### src/rtl/ir_pkg.sv
// Shared types and constants for the NEC IR command validator.
// Holds the FSM encoding, frame payload layout and default timing parameters.
package ir_pkg;

  localparam int unsigned CMD_W          = 8;
  localparam logic [CMD_W-1:0] NEC_INV_MASK = 8'hFF;
  localparam int unsigned TIMEOUT_DEF    = 5_400_000;  // 108 ms at 50 MHz
  localparam int unsigned REPEAT_MIN_DEF = 2;
  localparam int unsigned TW_DEF         = 23;

  typedef enum logic [1:0] {
    IDLE   = 2'd0,
    HELD   = 2'd1,
    SWITCH = 2'd2
  } ir_state_e;

  typedef struct packed {
    logic [CMD_W-1:0] cmd;
    logic [CMD_W-1:0] inv;
  } ir_frame_t;

  // A frame is intact when the inverted byte is the exact complement of the command.
  function automatic logic frame_ok(input ir_frame_t f);
    return (f.cmd ^ f.inv) == NEC_INV_MASK;
  endfunction

endpackage

### src/rtl/ir_cmd_validator_hold_timer.sv
// Key-hold timer: counts cycles while enabled, clears on request.
// expired_o is registered so it is high exactly while count_o == TIMEOUT-1.
module hold_timer #(
  parameter int unsigned TW      = 23,
  parameter int unsigned TIMEOUT = 5_400_000
) (
  input  logic          clk,
  input  logic          reset,
  input  logic          clr_i,
  input  logic          en_i,
  output logic [TW-1:0] count_o,
  output logic          expired_o
);

  logic [TW-1:0] count_q, count_d;
  logic          expired_q, expired_d;

  always_comb begin
    count_d = count_q;
    if (clr_i) begin
      count_d = '0;
    end else if (en_i) begin
      count_d = count_q + TW'(1);
    end
    expired_d = (count_d == TW'(TIMEOUT - 1));
  end

  always_ff @(posedge clk) begin
    if (reset) begin
      count_q   <= '0;
      expired_q <= 1'b0;
    end else begin
      count_q   <= count_d;
      expired_q <= expired_d;
    end
  end

  assign count_o   = count_q;
  assign expired_o = expired_q;

endmodule

### src/rtl/ir_cmd_validator.sv
// Validates decoded NEC command/inverse pairs and turns them into press,
// auto-repeat and release key events; counts corrupt frames.
module ir_cmd_validator
  import ir_pkg::*;
#(
  parameter int unsigned TIMEOUT    = TIMEOUT_DEF,
  parameter int unsigned REPEAT_MIN = REPEAT_MIN_DEF,
  parameter int unsigned TW         = TW_DEF
) (
  input  logic             clk,
  input  logic             reset,
  input  logic [CMD_W-1:0] comando,
  input  logic [CMD_W-1:0] comparador,
  input  logic             frame_done,
  output logic [CMD_W-1:0] key_code,
  output logic             key_valid,
  output logic             key_repeat,
  output logic             key_release,
  output logic             key_held,
  output logic             frame_err,
  output logic [7:0]       err_count
);

  localparam int unsigned RCW = (REPEAT_MIN < 2) ? 1 : $clog2(REPEAT_MIN + 1);

  ir_state_e        state_q, state_d;
  ir_frame_t        cap_q;
  logic             chk_v_q;
  logic [CMD_W-1:0] key_code_q, key_code_d;
  logic [CMD_W-1:0] pending_q, pending_d;
  logic [RCW-1:0]   rep_cnt_q, rep_cnt_d;
  logic [RCW-1:0]   rep_inc;
  logic             key_valid_q, key_valid_d;
  logic             key_repeat_q, key_repeat_d;
  logic             key_release_q, key_release_d;
  logic             key_held_q, key_held_d;
  logic             frame_err_q, frame_err_d;
  logic [7:0]       err_count_q, err_count_d;
  logic             ok_c, bad_c;
  logic             tmr_clr, tmr_en, tmr_expired;
  logic [TW-1:0]    tmr_count;

  hold_timer #(
    .TW      (TW),
    .TIMEOUT (TIMEOUT)
  ) u_hold_timer (
    .clk       (clk),
    .reset     (reset),
    .clr_i     (tmr_clr),
    .en_i      (tmr_en),
    .count_o   (tmr_count),
    .expired_o (tmr_expired)
  );

  // Capture stage: one-cycle check window behind each frame_done.
  always_ff @(posedge clk) begin
    if (reset) begin
      cap_q   <= '0;
      chk_v_q <= 1'b0;
    end else begin
      chk_v_q <= frame_done;
      if (frame_done) begin
        cap_q <= '{cmd: comando, inv: comparador};
      end
    end
  end

  assign ok_c    = chk_v_q & frame_ok(cap_q);
  assign bad_c   = chk_v_q & ~frame_ok(cap_q);
  assign rep_inc = (rep_cnt_q < RCW'(REPEAT_MIN)) ? rep_cnt_q + RCW'(1) : rep_cnt_q;

  always_comb begin
    state_d       = state_q;
    key_code_d    = key_code_q;
    pending_d     = pending_q;
    rep_cnt_d     = rep_cnt_q;
    key_valid_d   = 1'b0;
    key_repeat_d  = 1'b0;
    key_release_d = 1'b0;
    frame_err_d   = 1'b0;
    err_count_d   = err_count_q;
    tmr_clr       = 1'b1;
    tmr_en        = 1'b0;

    // Corrupt frames are counted everywhere except the one-cycle SWITCH slot.
    if (bad_c && (state_q != SWITCH)) begin
      frame_err_d = 1'b1;
      if (err_count_q != 8'hFF) begin
        err_count_d = err_count_q + 8'd1;
      end
    end

    unique case (state_q)
      IDLE: begin
        if (ok_c) begin
          key_code_d  = cap_q.cmd;
          key_valid_d = 1'b1;
          rep_cnt_d   = '0;
          state_d     = HELD;
        end
      end
      HELD: begin
        tmr_clr = 1'b0;
        tmr_en  = 1'b1;
        if (ok_c) begin
          tmr_clr = 1'b1;
          if (cap_q.cmd == key_code_q) begin
            rep_cnt_d    = rep_inc;
            key_repeat_d = (rep_inc >= RCW'(REPEAT_MIN));
          end else begin
            key_release_d = 1'b1;
            pending_d     = cap_q.cmd;
            state_d       = SWITCH;
          end
        end else if (tmr_expired) begin
          tmr_clr       = 1'b1;
          key_release_d = 1'b1;
          state_d       = IDLE;
        end
      end
      SWITCH: begin
        key_code_d  = pending_q;
        key_valid_d = 1'b1;
        rep_cnt_d   = '0;
        state_d     = HELD;
      end
      default: begin
        state_d = IDLE;
      end
    endcase

    key_held_d = (state_d != IDLE);
  end

  always_ff @(posedge clk) begin
    if (reset) begin
      state_q       <= IDLE;
      key_code_q    <= '0;
      pending_q     <= '0;
      rep_cnt_q     <= '0;
      key_valid_q   <= 1'b0;
      key_repeat_q  <= 1'b0;
      key_release_q <= 1'b0;
      key_held_q    <= 1'b0;
      frame_err_q   <= 1'b0;
      err_count_q   <= '0;
    end else begin
      state_q       <= state_d;
      key_code_q    <= key_code_d;
      pending_q     <= pending_d;
      rep_cnt_q     <= rep_cnt_d;
      key_valid_q   <= key_valid_d;
      key_repeat_q  <= key_repeat_d;
      key_release_q <= key_release_d;
      key_held_q    <= key_held_d;
      frame_err_q   <= frame_err_d;
      err_count_q   <= err_count_d;
    end
  end

  // The hold timer must sit at zero whenever no key is held.
  a_timer_idle_zero: assert property (@(posedge clk) disable iff (reset)
    (state_q == IDLE) |-> (tmr_count == '0));

  assign key_code    = key_code_q;
  assign key_valid   = key_valid_q;
  assign key_repeat  = key_repeat_q;
  assign key_release = key_release_q;
  assign key_held    = key_held_q;
  assign frame_err   = frame_err_q;
  assign err_count   = err_count_q;

endmodule

### config.mk
export PLATFORM = sky130hd
export DESIGN_NAME = ir_cmd_validator
export DESIGN_NICKNAME = d
export VERILOG_FILES = /design/src/rtl/ir_pkg.sv /design/src/rtl/ir_cmd_validator_hold_timer.sv /design/src/rtl/ir_cmd_validator.sv
export SDC_FILE = /design/constraint.sdc
export NUM_CORES = 1
export LEC_CHECK = 0
export BUFFER_PORTS_ARGS = -buffer_cell sky130_fd_sc_hd__clkbuf_2
export CORE_MARGIN = 2
export CORE_UTILIZATION = 40
export CTS_BUF_LIST = sky130_fd_sc_hd__clkbuf_4
export DETAILED_ROUTE_END_ITERATION = 8
export GPL_TIMING_DRIVEN = 1
export PLACE_DENSITY = 0.57
export SLEW_MARGIN = 20
export SYNTH_ARGS = -nofsm -noshare
export SYNTH_HDL_FRONTEND = slang
export SYNTH_SLANG_ARGS = --single-unit
export TNS_END_PERCENT = 10
### constraint.sdc
create_clock -name clk -period 2.21 [get_ports clk]
set_input_delay 0.1105 -clock clk [delete_from_list [all_inputs] [get_ports clk]]
set_output_delay 0.1105 -clock clk [all_outputs]
set_load 0.1 [all_outputs]
==> results.md <==
- Run status: completed
- Critical Path RT: around 2.5 ns
- Most common cell after layout, fill and taps aside: nor2_1
- Worst Tran Pin Value: around 0.63 ns
- Largest net degree at the start of global routing: 50
- CP Max Fanout: 3
- Diode count: 0
- Hold Path Stages: 2
- Number of synthesized flops with an enable pin: 0
- Clock latency on the worst-skew pair: roughly 0.42 ns
- Ys Warns: 0
- Initial antenna violation count: 0
- Worst hold path type: in -> reg
- Hold path start: frame_done
- Crit share post-route: just under 100%
- Worst reg2reg setup slack: ~0.024 ns
- Rows: 34
- Setup TNS: 0 ns
- Mux contribution to synthesized area: around 7.2%
- Drt drc: 0
- Final Routed Wirelength: around 7900 µm
- Distinct cells, synth: 56
- Most frequent cells in the layout: nor2_1 (73), dfxtp_1 (61), clkbuf_2 (39), buf_4 (32), nand2_1 (31)
- DRT Pass-1 Iters: 4
- Net switching power: 0.5970 mW
- Vias in the first global route: 2,847
- Worst Hold Path EP: chk_v_q$_SDFF_PP0_
- Worst-path clk slew: ~0.12 ns
- Worst path arrival time: around 2.5 ns
- GPL Wtd Cong: between 0.8 and 0.9
- Logic pwr share: 8.5%
- Total grt overflow: 0
- CTS Buf Count: 9
- Buffers on Ports: 39
- Min Tclk post-route: approximately 2.2 ns
- Syn-to-layout area delta: 23.98%
- Ys async rst share: 0%
- Seq pwr share: 60.3%
- Finished Core Util: ~50%
- PD cells: ~530 mW/mm²
- R2R depth: 7
- Starting Density: 40.62%
- Fmax: roughly 0.46 GHz
- Layer with the highest usage: met2
- RSZ-0062 raised after global routing: true
- Switch share: about a quarter
- Vias: 2,954
- Dominant synthesized flop cell: dfxtp_1
- Simple-gate area share of the yosys netlist: 27.89%
- Overall Global Routing Usage: between 10% and 20%
- H-tree depth: 3
- Die width: 97.42 µm
- R2R Path End: u_hold_timer.expired_o$_SDFF_PP0_
- Post-DP HPWL: around 5700 µm
- Synth Instances: between 300 and 400
- Post-Synth XOR/XNOR Area: about a tenth
- Clock power share: slightly above 30%
- Crit Reg-Reg Startpoint: u_hold_timer.count_o[0]$_SDFF_PP0_
- Peak supply drop: roughly 280 µV
- Fin. Hold Viols: 0
- WHS: ~0.31 ns
- FF+latch count, synth: between 70 and 80
- Wire per inst: around 14 µm
- Ports: 40
- Compound-Gate Fraction of Synth Area: about 8.4%
- Critical path type: reg -> reg
- Synthesized Nets: between 400 and 500
- Mapped Area: ~0.0035 mm²
- Initial DRC Count: 71
- Slew Viols, Final: 0
- Crit start category: flop
- Met3 Resource Use GR: 4.460%
- Global routing met1 resource utilization: between 20% and 30%
- Longest Clk Path Bufs: 2
- Setup-failing EPs final: 0
- Final #Nets: slightly below 500
- Syn avg cell area: around 9 µm²
- Maxcap violations: 0
- Internal power: roughly 1.7 mW
- Share of cells above drive strength 1: 23.84%
- Clock sink count: 74
- Sequential area share after synthesis: 42.44%
- Die H: about 100 µm
- Clock skew: approximately 0.017 ns
- Die area: 0.009491 mm²
- Post-synthesis adder-cell area fraction: about 1.4%
- CP endpoint kind: flop
- Relative slew slack: around three fifths
- Layout fillers: around 860
- Static leakage: 1.689 nW
- Largest family of logic cells by synthesized area: simple AND/OR/NAND/NOR gates
- CTS tree: built
- Grt met2 use: between 20 and 30%
- DR vias/cell: between 5 and 6
- Core region area: between 0.008 and 0.009 mm²
- Global-route wire length before repair: 13,280 µm
- Clk root buf: clkbuf_4
- Antenna viol nets, final: 0
-- area by class of cell --
| class | instances | area (µm²) | area share (%) |
|---|---|---|---|
| Multi-Input combinational cell | 289 | 1938 | 44.78 |
| Clock inverter | 6 | 33.78 | 0.7806 |
| Clock buffer | 10 | 75.07 | 1.735 |
| Timing Repair Buffer | 89 | 625.6 | 14.46 |
| Tap cell | 108 | 135.1 | 3.122 |
| Sequential cell | 74 | 1498 | 34.61 |
| Inverter | 6 | 22.52 | 0.5204 |
-- kinds of logic (layout without fill, tap and decap cells) --
kind of cell	count (synthesis)	in the layout
buffers and inverters	23	111
muxes	25	25
DFF	74	74
xor gates and xnor gates	40	40
and+or+nand+nor	176	176
adders and majority gates	4	4
AOI/OAI and AO/OA	44	44
-- flip-flops by register name, indices dropped and copies added (netlist names) --
| register | count |
|---|---|
| cap_q | 16 |
| chk_v_q | 1 |
| err_count | 8 |
| frame_err | 1 |
| key_code | 8 |
| key_held | 1 |
| key_release | 1 |
| key_repeat | 1 |
| key_valid | 1 |
| pending_q | 8 |
| rep_cnt_q | 2 |
| state_q | 2 |
| u_hold_timer.count_o | 23 |
| u_hold_timer.expired_o | 1 |
-- critical path, stage by stage, from the launching register on --
cell      delay (ns)
dfxtp_2         0.36
ha_4            0.25
nand3b_1        0.12
nor3b_1         0.23
a21oi_1         0.06
or4b_1          0.46
or4b_1          0.49
nor4_2          0.14
-- how the worst max path moves through the flow --
stage                                       start                                 to  cells after the start
6_report       u_hold_timer.count_o[0]$_SDFF_PP0_  u_hold_timer.expired_o$_SDFF_PP0_                      7
5_1_grt        u_hold_timer.count_o[0]$_SDFF_PP0_  u_hold_timer.expired_o$_SDFF_PP0_                      7
4_1_cts        u_hold_timer.count_o[0]$_SDFF_PP0_  u_hold_timer.expired_o$_SDFF_PP0_                      7
3_5_place_dp   u_hold_timer.count_o[0]$_SDFF_PP0_  u_hold_timer.expired_o$_SDFF_PP0_                      7
3_3_place_gp   u_hold_timer.count_o[0]$_SDFF_PP0_  u_hold_timer.expired_o$_SDFF_PP0_                      7
2_1_floorplan  u_hold_timer.count_o[0]$_SDFF_PP0_  u_hold_timer.expired_o$_SDFF_PP0_                      8
-- power groups by stage --
| stage | combinational (mW) | sequential [mW] | clock [mW] |
|---|---|---|---|
| 4_1_cts | 0.193 | 1.37 | 0.743 |
| 3_3_place_gp | 0.168 | 1.40 | 0 |
| 3_5_place_dp | 0.170 | 1.40 | 0 |
| 6_report | 0.193 | 1.37 | 0.710 |
| 2_1_floorplan | 0.0911 | 1.43 | 0 |
| 5_1_grt | 0.209 | 1.38 | 0.800 |
-- Yosys cell counts, drive strengths merged (2+ instances only) --
library cell  count  share of area (%)
a211oi            2               0.57
a21o              2               0.43
a21oi            13                2.0
a311oi            8                2.0
a31oi             2               0.36
and3              7                1.3
and4              3               0.75
buf               7               0.90
clkbuf           10                1.1
dfxtp            74                 42
ha                4                1.4
inv               6               0.65
mux2i            25                7.2
nand2            31                3.3
nand2b            3               0.54
nand3            12                1.9
nand3b            2               0.79
nand4            12                2.6
nand4b            3               0.93
nor2             73                7.8
nor3              6                1.3
nor4              8                2.9
o21ai            10                1.4
or3               3               0.54
or4               2               0.54
or4b              3               0.86
xnor2            21                5.3
xor2             19                4.8
-- repair_timing --
action                                  in CTS  in global routing
endpoints found under the setup margin       1                  9
gates resized for setup                      1                  7
buffers inserted                             0                  0
hold endpoints to repair                    17                  0
hold buffers                                17                  0
-- routing by layer --
metal,up-vias,part of all wire [%]
met4,0,1.3
met5,-,0
met2,39,47
met1,1387,48
met3,9,3.2
li1,1519,-
-- metrics by stage --
step | setup slack [ns] | instances | area (µm²) | power [mW]
after floorplan | -0.02393 | 386 | 3501 | 1.518
after global placement | 0.02790 | 549 | 4023 | 1.570
after detailed placement | -0.003358 | 549 | 4023 | 1.573
after CTS | 0.01064 | 582 | 4304 | 2.309
after global routing | -0.04360 | 582 | 4328 | 2.385
final | 0.02369 | 582 | 4328 | 2.275
Note: power is estimated with default switching activity, not from simulation.
